### src/rtl/dbus_pkg.sv
// Shared dBus definitions: size encodings, command bundle, byte-enable helper.
package dbus_pkg;

  localparam logic [1:0] DBUS_SIZE_B = 2'd0;
  localparam logic [1:0] DBUS_SIZE_H = 2'd1;
  localparam logic [1:0] DBUS_SIZE_W = 2'd2;

  typedef struct packed {
    logic        wr;
    logic [31:0] addr;
    logic [31:0] data;
    logic [1:0]  size;
  } dbus_cmd_t;

  // Size 3 falls through to a full-word enable.
  function automatic logic [3:0] dbus_be(
    input logic [1:0] size,
    input logic [1:0] addr_lsb
  );
    logic [3:0] be;
    case (size)
      DBUS_SIZE_B: be = 4'b0001 << addr_lsb;
      DBUS_SIZE_H: be = addr_lsb[1] ? 4'b1100 : 4'b0011;
      DBUS_SIZE_W: be = 4'b1111;
      default:     be = 4'b1111;
    endcase
    return be;
  endfunction

endpackage

### src/rtl/dbus_cmd_fifo.sv
// Two-entry synchronous FIFO for decoded dBus commands.
module dbus_cmd_fifo #(
  parameter int DW = 8
) (
  input  logic          clk_i,
  input  logic          rst_i,
  input  logic          push_i,
  input  logic          pop_i,
  input  logic [DW-1:0] wdata_i,
  output logic [DW-1:0] rdata_o,
  output logic          full_o,
  output logic          empty_o
);

  logic [DW-1:0] mem_q [2];
  logic          wptr_q, wptr_d;
  logic          rptr_q, rptr_d;
  logic [1:0]    cnt_q, cnt_d;
  logic          do_push, do_pop;

  assign full_o  = (cnt_q == 2'd2);
  assign empty_o = (cnt_q == 2'd0);
  assign rdata_o = mem_q[rptr_q];

  // A full FIFO never takes a push, even alongside a pop.
  assign do_push = push_i & ~full_o;
  assign do_pop  = pop_i & ~empty_o;

  always_comb begin
    wptr_d = wptr_q ^ do_push;
    rptr_d = rptr_q ^ do_pop;
    cnt_d  = cnt_q + 2'(do_push) - 2'(do_pop);
  end

  always_ff @(posedge clk_i or posedge rst_i) begin
    if (rst_i) begin
      wptr_q <= 1'b0;
      rptr_q <= 1'b0;
      cnt_q  <= 2'd0;
    end else begin
      wptr_q <= wptr_d;
      rptr_q <= rptr_d;
      cnt_q  <= cnt_d;
    end
  end

  always_ff @(posedge clk_i) begin
    if (do_push) mem_q[wptr_q] <= wdata_i;
  end

endmodule

### src/rtl/dbus_ram_bridge.sv
// dBus command/response to single-port data RAM bridge with 2-entry buffer.
// Define DBUS_RAM_BRIDGE_ERR_EN to enable size/alignment/range error checks.
module dbus_ram_bridge
  import dbus_pkg::*;
#(
  parameter int          ADDR_W    = 12,
  parameter logic [31:0] BASE_ADDR = 32'h0000_0000
) (
  input  logic              clk_cpu,
  input  logic              clk_cpu_reset,
  input  logic              dBus_cmd_valid,
  output logic              dBus_cmd_ready,
  input  logic              dBus_cmd_payload_wr,
  input  logic [31:0]       dBus_cmd_payload_address,
  input  logic [31:0]       dBus_cmd_payload_data,
  input  logic [1:0]        dBus_cmd_payload_size,
  output logic              dBus_rsp_ready,
  output logic              dBus_rsp_error,
  output logic [31:0]       dBus_rsp_data,
  output logic              ram_req,
  input  logic              ram_ready,
  output logic              ram_wr,
  output logic [ADDR_W-1:0] ram_addr,
  output logic [3:0]        ram_be,
  output logic [31:0]       ram_wdata,
  input  logic [31:0]       ram_rdata,
  output logic              err_sticky
);

  typedef struct packed {
    logic              wr;
    logic [ADDR_W-1:0] addr;
    logic [3:0]        be;
    logic [31:0]       data;
    logic              err;
  } ent_t;

  dbus_cmd_t   cmd;
  ent_t        in_e, head, fifo_head;
  logic [31:0] off;
  logic        full, empty;
  logic        accept, head_vld, issue, push, pop;
  logic        rd_pend_q, rd_pend_d;
  logic        rsp_err_q, rsp_err_d;
  logic        sticky_q, sticky_d;
  logic [31:0] hold_q, hold_d;

  assign cmd = '{wr:   dBus_cmd_payload_wr,
                 addr: dBus_cmd_payload_address,
                 data: dBus_cmd_payload_data,
                 size: dBus_cmd_payload_size};

  assign off = cmd.addr - BASE_ADDR;

  always_comb begin
    in_e      = '0;
    in_e.wr   = cmd.wr;
    in_e.addr = ADDR_W'(off >> 2);
    in_e.be   = dbus_be(cmd.size, cmd.addr[1:0]);
    in_e.data = cmd.data;
`ifdef DBUS_RAM_BRIDGE_ERR_EN
    case (cmd.size)
      DBUS_SIZE_B: in_e.err = 1'b0;
      DBUS_SIZE_H: in_e.err = cmd.addr[0];
      DBUS_SIZE_W: in_e.err = |cmd.addr[1:0];
      default:     in_e.err = 1'b1;
    endcase
    if ((off >> (ADDR_W + 2)) != 32'd0) in_e.err = 1'b1;
`else
    in_e.err  = 1'b0;
`endif
  end

  dbus_cmd_fifo #(.DW($bits(ent_t))) u_fifo (
    .clk_i   (clk_cpu),
    .rst_i   (clk_cpu_reset),
    .push_i  (push),
    .pop_i   (pop),
    .wdata_i (in_e),
    .rdata_o (fifo_head),
    .full_o  (full),
    .empty_o (empty)
  );

  assign dBus_cmd_ready = ~full;
  assign accept         = dBus_cmd_valid & dBus_cmd_ready;

  // Empty FIFO: the incoming command is presented directly (bypass).
  assign head     = empty ? in_e : fifo_head;
  assign head_vld = accept | ~empty;
  assign issue    = head_vld & (ram_ready | head.err);
  assign push     = accept & ~(empty & issue);
  assign pop      = issue & ~empty;

  assign ram_req   = head_vld & ~head.err;
  assign ram_wr    = ram_req & head.wr;
  assign ram_be    = ram_req ? head.be : 4'b0000;
  assign ram_addr  = head.addr;
  assign ram_wdata = head.data;

  always_comb begin
    rd_pend_d = issue & ~head.wr;
    rsp_err_d = head.err;
    sticky_d  = sticky_q | (issue & head.err);
    hold_d    = dBus_rsp_data;
  end

  assign dBus_rsp_ready = rd_pend_q;
  assign dBus_rsp_error = rd_pend_q & rsp_err_q;
  assign dBus_rsp_data  = rd_pend_q ? (rsp_err_q ? 32'd0 : ram_rdata)
                                    : hold_q;
  assign err_sticky     = sticky_q;

  always_ff @(posedge clk_cpu or posedge clk_cpu_reset) begin
    if (clk_cpu_reset) begin
      rd_pend_q <= 1'b0;
      rsp_err_q <= 1'b0;
      sticky_q  <= 1'b0;
      hold_q    <= 32'd0;
    end else begin
      rd_pend_q <= rd_pend_d;
      rsp_err_q <= rsp_err_d;
      sticky_q  <= sticky_d;
      hold_q    <= hold_d;
    end
  end

endmodule

### config.mk
export PLATFORM = sky130hd
export DESIGN_NAME = dbus_ram_bridge
export DESIGN_NICKNAME = d
export VERILOG_FILES = /design/src/rtl/dbus_pkg.sv /design/src/rtl/dbus_cmd_fifo.sv /design/src/rtl/dbus_ram_bridge.sv
export SDC_FILE = /design/constraint.sdc
export NUM_CORES = 1
export LEC_CHECK = 0
export CAP_MARGIN = 5
export CORE_UTILIZATION = 40
export CTS_BUF_LIST = sky130_fd_sc_hd__clkbuf_8
export CTS_CLUSTER_SIZE = 8
export DETAILED_ROUTE_END_ITERATION = 8
export GPL_TIMING_DRIVEN = 0
export MAX_ROUTING_LAYER = met4
export PLACE_DENSITY_LB_ADDON = 0.15
export SYNTH_ARGS = -nofsm -noshare
export SYNTH_HDL_FRONTEND = slang
export SYNTH_SLANG_ARGS = --single-unit
### constraint.sdc
create_clock -name clk_cpu -period 2.6 [get_ports clk_cpu]
set_input_delay 0.52 -clock clk_cpu [delete_from_list [all_inputs] [get_ports clk_cpu]]
set_output_delay 0.52 -clock clk_cpu [all_outputs]
set_load 0.05 [all_outputs]
==> results.json, run 1 <==
{
  "status": "finished clean",
  "crit_fanout": 10,
  "antenna_found_initial": 0,
  "clkLatencyLatePin_ps": 430,
  "timing.final.crit_period_ps": 2440,
  "port-buffer-count": 168,
  "wl_per_cell_um": 15.7,
  "std_cell_rows": 42,
  "drtAntennaViolNets": 0,
  "muxShareOfSynthArea_pct": 15.4,
  "fmax_ghz": 0.410,
  "areaGrowthSynthToFinish_pct": 35.4,
  "r2r_cells": 4,
  "end_kind": "output pin",
  "place_inst": 717,
  "synth-compound-area-share_pct": 5.14,
  "mostFrequentLayoutCells": "edfxtp_1, clkdlybuf4s50_1, buf_2, mux2i_1, nand2_1",
  "synth.top_cell.area_share_pct": 53.2,
  "cap_violations": 0,
  "r2r-start": "u_fifo.cnt_q[1]",
  "async_reset_ff_share_pct": 27.4,
  "avgSynthCellArea_um2": 15.0,
  "fin_cells": 748,
  "required_ps": 2080,
  "synth_cell_types": 27,
  "mostFrequentLayoutCell": "edfxtp_1",
  "setup_slack_ps": 159,
  "synth_top_family_by_area": "multiplexers",
  "arrival_ps": 1920,
  "r2r_end": "u_fifo.mem_q[0][0]",
  "critPathKind": "reg -> out",
  "drc_errors": 0,
  "synthFlopType": "edfxtp_1",
  "yosys.area.top_type": "edfxtp_1",
  "fin_setup_tns_ps": 0,
  "clk_pin_slew_worst_paths_ps": 70,
  "hold_viol": 0,
  "synthCells": 368,
  "finalCritPeriodShare_pct": 93.9,
  "die_w_um": 120,
  "drive_gt1_share_pct": 23.4,
  "start_util_pct": 41.4,
  "fin_nets": 667,
  "cts_max_path_buffers": 2,
  "start_kind": "flip-flop",
  "cts_tree": "yes",
  "synthAdderAreaFrac_pct": 0.905,
  "synthTopCellsByArea": "edfxtp_1, dfrtp_1, mux2i_1",
  "fin_skew_ps": 4.94,
  "slew_violations": 0,
  "ys_seq_area_share_pct": 70.0,
  "pre_cts_ws_ps": -207,
  "viasPerCell": 4.84,
  "diodes": 0,
  "whs_ps": 388,
  "place_hpwl_um": 8330,
  "firstDrtPassIters": 4,
  "num_vias": 3623,
  "grt_pass1_vias": 3880,
  "routed_wirelength_um": 11800,
  "synthSimpleGateAreaFrac_pct": 4.14,
  "tightestPinTransition_ps": 817,
  "ys_seq_elements": 135,
  "grt_usage_pct": 18.2,
  "max_slew_margin_pct": 45.5,
  "clkSinkCount": 135,
  "root_buffer": "clkbuf_8",
  "drt_iter0_drc": 140,
  "grt_max_degree": 29,
  "hold_path.class": "in -> async",
  "grt_pass1_wl_um": 19100,
  "rsz0062_at_grt": "no",
  "syn-cell-area_um2": 5530,
  "io_pins": 189,
  "gp_congestion": 0.766,
  "reg2reg_slack_ps": 520,
  "die-area_um2": 14300,
  "yosys_warnings": 0,
  "die_h_um": 120,
  "synth_edf_count": 98,
  "overflow": 0,
  "core_um2": 13300,
  "synth-xor-area-share_pct": 0.475,
  "cts_made_buffers": 17,
  "htree_num_levels": 4,
  "setup_viol": 0
}
## cells in the mapped netlist, types with 2 or more instances
master     n
buf_1      4
inv_1     11
a21oi_1    5
o22ai_1    5
nand2_1   47
ha_1       4
buf_4     10
mux2i_1   48
or2_1      2
nor2_1     3
mux2_2     2
xnor2_1    3
buf_6      2
mux2_1    31
dfrtp_1   37
clkbuf_4   3
edfxtp_1  98
o21ai_1   44
## metal layers
layer	global-route usage, %	vias up	share of wire, %
met4	7.58	0	1.8
li1	-	1716	-
met3	5.18	16	7.9
met1	22.6	1745	43
met5	-	-	0
met2	28.0	146	48
## how the worst max path moves through the flow
stage,from,endpoint,cells past startpoint
2_1_floorplan,ram_ready,u_fifo.mem_q[0][0],3
3_3_place_gp,dBus_cmd_valid,u_fifo.mem_q[0][10],3
3_5_place_dp,dBus_cmd_valid,ram_be[3],4
4_1_cts,dBus_rsp_ready,dBus_rsp_data[15],4
5_1_grt,u_fifo.cnt_q[1],ram_wdata[17],6
6_report,u_fifo.cnt_q[1],ram_wdata[19],6
## logic make-up (layout without fill, tap and decap cells)
kind of cell	count (synthesis)	after routing
muxes	81	81
other	1	2
and+or+nand+nor	56	56
DFF	135	135
adders and majority gates	4	4
buffers and inverters	33	236
AOI/OAI and AO/OA	55	55
xor gates and xnor gates	3	3
## area by class of cell
type / instances / area (µm²)
inverters: 11 / 41.3
flip-flops and latches: 135 / 3870
plain buffers: 22 / 179
well taps: 176 / 220
multi-input cells: 201 / 1450
clock inverters: 14 / 118
repair buffers: 172 / 1370
clock buffers: 17 / 234
fillers: 1173 / 5860
## through the flow
step | cell area [µm²] | util [%]
after floorplan | 5530 | -
after global placement | 7430 | 55.7
after detailed placement | 7530 | 56.4
after CTS | 7880 | 59.1
after global routing | 7490 | 56.1
final | 7490 | 56.1
## sequential cells by signal (all words and copies together) (netlist names)
name            flops
dBus_rsp_ready      1
hold_q             32
u_fifo.cnt_q        2
u_fifo.mem_q       98
u_fifo.rptr_q       1
u_fifo.wptr_q       1
## critical path, cell delays in order, from the launching register on
cell and delay [ps]:
dfrtp_1 460, nor2_4 210, buf_6 180, buf_4 190, nand2_1 60, o21ai_1 100, buf_2 290
## timing repair
action	4_1_cts	5_1_grt
hold buffers	0	0
buffers inserted	0	0
resized for setup	189	151
pin swaps	0	0
setup endpoints to repair	82	76
Power of run 1 is left out: the tool's default activity adds up to more than one toggle a clock period on the data nets, which glitch-free logic cannot reach.
==> run 2: changes to the inputs <==
Settings changed: CORE_UTILIZATION 40 to 35.
==> run 2 against run 1 <==
Net effect: sequential share of layout area is 1.0 points lower; worst hold slack better by 94 ps; critical endpoint is now ram_addr[9]; first-iteration DRC count is 40% higher; wire length is 2.1% higher; maximum frequency is 1.3% lower; cell area rose by 2.0%.
==> results.json, run 2 (synthesis gave the netlist of run 1 again) <==
{
  "status": "finished clean",
  "std_cell_rows": 45,
  "end_kind": "output pin",
  "cap_violations": 0,
  "r2r-start": "u_fifo.cnt_q[1]",
  "antenna_found_initial": 0,
  "fin_cells": 781,
  "pre_cts_ws_ps": -182,
  "gp_congestion": 0.736,
  "port-buffer-count": 168,
  "tightestPinTransition_ps": 762,
  "areaGrowthSynthToFinish_pct": 38.2,
  "setup_viol": 0,
  "whs_ps": 483,
  "critPathKind": "reg -> out",
  "required_ps": 2080,
  "finalCritPeriodShare_pct": 95.1,
  "grt_pass1_vias": 3788,
  "overflow": 0,
  "fillCellCount": 1374,
  "cts_tree": "yes",
  "max_slew_margin_pct": 49.1,
  "top_regs": "u_fifo.mem_q: 98 flops, hold_q: 32 flops, u_fifo.cnt_q: 2 flops",
  "regMostFlops": "u_fifo.mem_q",
  "start_kind": "flip-flop",
  "slew_violations": 0,
  "hold_viol": 0,
  "root_buffer": "clkbuf_8",
  "start_util_pct": 36.1,
  "detailed_place.area_um2": 7520,
  "core_um2": 15300,
  "postCtsHoldBufs": 0,
  "arrival_ps": 1950,
  "worstHoldStart": "hold_q[29]",
  "drtAntennaViolNets": 0,
  "rsz0062_at_grt": "no",
  "fin_nets": 664,
  "wl_per_cell_um": 15.4,
  "ff_latch_area_um2": 3870,
  "crit_fanout": 10,
  "die_w_um": 128,
  "fin_skew_ps": 9.04,
  "diodes": 0,
  "largest_register_ffs": 98,
  "clkSinkCount": 135,
  "htree_num_levels": 4,
  "clkLatencyLatePin_ps": 430,
  "mostFrequentLayoutCell": "edfxtp_1",
  "die-area_um2": 16300,
  "grt_usage_pct": 16.4,
  "setup.worst_path.start": "u_fifo.cnt_q[1]",
  "io_pins": 189,
  "fmax_ghz": 0.404,
  "clk_pin_slew_worst_paths_ps": 80,
  "viasPerCell": 4.57,
  "drive_gt1_share_pct": 24.0,
  "grt_pass1_wl_um": 19400,
  "routed_wirelength_um": 12000,
  "die_h_um": 128,
  "mostFrequentLayoutCells": "edfxtp_1, clkdlybuf4s50_1, mux2i_1, nand2_1, buf_2",
  "num_vias": 3571,
  "stdcell_area_um2": 7640,
  "place_hpwl_um": 8360,
  "cts_max_path_buffers": 2,
  "multi_input_area_um2": 1450,
  "setup_slack_ps": 128,
  "place_inst": 750,
  "drc_errors": 0,
  "firstDrtPassIters": 4,
  "hold_path.class": "reg -> reg",
  "cts_made_buffers": 17,
  "timing.final.crit_period_ps": 2470,
  "drt_iter0_drc": 196,
  "grt_max_degree": 38
}
run 2: cell count changes in the layout (fill, tap and decap cells not counted), sizes merged:
cell           before  now
bufinv              2    4
inv                12   14
buf                70   62
clkinvlp            2    3
clkinv              9    5
clkdlybuf4s15       0   14
clkbuf             52   42
clkdlybuf4s18       0    1
run 2: worst paths after layout:
check | end | slack [ps] | cells past startpoint
max in group asynchronous | dBus_rsp_ready | 1550 | 2
setup reg to reg | u_fifo.mem_q[0][17] | 640 | 4
hold / removal | hold_q[29] | 480 | 1
hold reg to reg | hold_q[29] | 480 | 1
min in group asynchronous | hold_q[19] | 560 | 2
setup / recovery | ram_addr[9] | 130 | 6
run 2: final cells by class:
cell class	count	area share (%)
sequential	135	50.6
timing repair buffer	170	18.5
multi-input combinational	201	19.0
clock inverter	15	2.44
clock buffer	17	3.06
inverter	11	0.541
tap	211	3.46
buffer	21	2.29
run 2: through the flow:
stage	utilization (%)	TNS, ps
5_1_grt	49.9	0
4_1_cts	51.9	0
3_5_place_dp	49.1	-702
2_1_floorplan	-	0
6_report	49.9	0
3_3_place_gp	48.8	-108230
run 2: what timing repair did:
| item | in CTS | in global routing |
|---|---|---|
| buffers inserted | 0 | 0 |
| resized for setup | 216 | 115 |
| pin swaps | 0 | 0 |
| setup endpoints to repair | 82 | 69 |
run 2: critical path: stages, from the launching register on:
cell             delay, ps
dfrtp_1                460
nor2_4                 190
buf_6                  180
buf_6                  150
nand2_1                 60
o21ai_1                 90
clkdlybuf4s18_2        390
run 2: routing by layer:
layer  wire (µm)  track usage (%)  vias to the layer above  share of wire (%)
met5           0                -                        -                  0
met4         135             6.23                        0                1.1
met3         894             5.22                       10                7.4
met2        5700             25.8                      141                 47
met1        5280             19.8                     1709                 44
li1            -                -                     1711                  -
Power of run 2 is left out for the same reason.
==> run 3: changes to the inputs <==
Settings changed: ABC_CLOCK_PERIOD_IN_PS set to 2600, TNS_END_PERCENT set to 10.
==> run 3 against run 2 <==
Net effect: non-clock buffer count increased by 1; via count decreased by 0.14%; clock skew about the same; critical path depth decreased by 2; count of clock-buffer cells in the layout unchanged; register-to-register slack about the same; global-route usage about the same; critical endpoint is now dBus_rsp_data[3].
==> results.json, run 3 (synthesis gave the netlist of run 1 again) <==
{
  "tightestPinTransition_ps": 764,
  "num_vias": 3566,
  "start_util_pct": 36.1,
  "htree_num_levels": 4,
  "setup_slack_ps": 52.2,
  "drc_errors": 0,
  "grt_pass1_wl_um": 19400,
  "largest_register_ffs": 98,
  "die_h_um": 128,
  "overflow": 0,
  "top_regs": "u_fifo.mem_q: 98 flops, hold_q: 32 flops, u_fifo.cnt_q: 2 flops",
  "cap_violations": 0,
  "hold_path.class": "reg -> reg",
  "grt_pass1_vias": 3784,
  "routed_wirelength_um": 12000,
  "mostFrequentLayoutCells": "edfxtp_1, clkdlybuf4s50_1, mux2i_1, nand2_1, buf_2",
  "port-buffer-count": 168,
  "setup_viol": 0,
  "required_ps": 2080,
  "clkSinkCount": 135,
  "pre_cts_ws_ps": -182,
  "end_kind": "output pin",
  "fillCellCount": 1376,
  "met1_length_um": 5340,
  "regMostFlops": "u_fifo.mem_q",
  "arrival_ps": 2030,
  "crit_fanout": 10,
  "gp_congestion": 0.736,
  "max_slew_margin_pct": 49.0,
  "diodes": 0,
  "areaGrowthSynthToFinish_pct": 38.7,
  "cpMaxStageDelayCell": "dlygate4sd2_1",
  "cts_made_buffers": 17,
  "drive_gt1_share_pct": 19.8,
  "place_hpwl_um": 8360,
  "cts_max_path_buffers": 2,
  "grt_max_degree": 38,
  "crit_chain": "clkbuf_1, buf_4, mux2_1, dlygate4sd2_1",
  "status": "finished clean",
  "wl_met3_um": 846,
  "mostFrequentLayoutCell": "edfxtp_1",
  "die-area_um2": 16300,
  "fmax_ghz": 0.393,
  "antenna_found_initial": 0,
  "slew_violations": 0,
  "postCtsHoldBufs": 0,
  "clk_pin_slew_worst_paths_ps": 70,
  "drt_iter0_drc": 198,
  "die_w_um": 128,
  "critPathKind": "reg -> out",
  "route.met2.wl_um": 5720,
  "finalCritPeriodShare_pct": 98.0,
  "top_layer_used": "met4",
  "timing.final.crit_period_ps": 2550,
  "whs_ps": 478,
  "rsz0062_at_grt": "yes",
  "firstDrtPassIters": 5,
  "std_cell_rows": 45,
  "hold_viol": 0,
  "core_um2": 15300,
  "clkLatencyLatePin_ps": 430,
  "cts_setup_buffers": 0,
  "root_buffer": "clkbuf_8",
  "multi_input_area_um2": 1450,
  "fin_skew_ps": 8.77,
  "cts_tree": "yes",
  "wl_per_cell_um": 15.4,
  "viasPerCell": 4.56,
  "finalCoreUtilization_pct": 50.1,
  "start_kind": "flip-flop",
  "max_stage_delay_ps": 430,
  "io_pins": 189,
  "fin_nets": 665,
  "drtAntennaViolNets": 0,
  "grt_usage_pct": 16.4,
  "ff_latch_area_um2": 3870
}
## run 3: changes by cell type in the layout (fill, tap and decap cells not counted), sizes merged
cell           delta
clkbuf           -13
clkdlybuf4s15    -10
dlygate4sd2      +24
## run 3: repair_timing
item | in CTS | in global routing
endpoints found under the setup margin | 82 | 69
pin swaps | 0 | 0
resized for setup | 196 | 87
## run 3: worst max-delay path: cells and delay by family (launching register included)
kind / cells / cell delay, ps
buffers and inverters: 3 / 870
flip-flops: 1 / 360
multiplexers: 1 / 370
## run 3: final cells by class
type | instances | share of cell area [%]
multi-input combinational | 201 | 19.0
clock buffer | 17 | 3.05
tap | 211 | 3.44
inverter | 11 | 0.538
clock inverter | 15 | 2.43
sequential | 135 | 50.4
timing repair buffer | 170 | 18.8
buffer | 22 | 2.33
## run 3: path summary, 6_finish.rpt
path / start / to / slack [ps] / depth (start not counted)
setup / recovery: dBus_rsp_ready / dBus_rsp_data[3] / 50 / 4
hold / removal: hold_q[12] / hold_q[12] / 480 / 1
setup reg to reg: u_fifo.cnt_q[1] / u_fifo.mem_q[0][17] / 640 / 4
hold reg to reg: hold_q[12] / hold_q[12] / 480 / 1
max in group asynchronous: clk_cpu_reset / hold_q[6] / 1550 / 2
min in group asynchronous: clk_cpu_reset / hold_q[19] / 560 / 2
## run 3: routing by layer
layer / up-vias / global-route usage, %
met5: - / -
met4: 0 / 6.23
met3: 12 / 5.22
met2: 131 / 25.8
met1: 1711 / 19.8
li1: 1712 / -
## run 3: metrics by stage
step / cell area (µm²) / setup TNS [ps] / instances
detailed placement: 7520 / -702 / 750
floorplan: 5530 / 0 / 369
global route: 7670 / -2130 / 782
finish: 7670 / 0 / 782
global placement: 7480 / -108230 / 748
CTS: 7920 / -106 / 782
Power of run 3 is left out for the same reason.
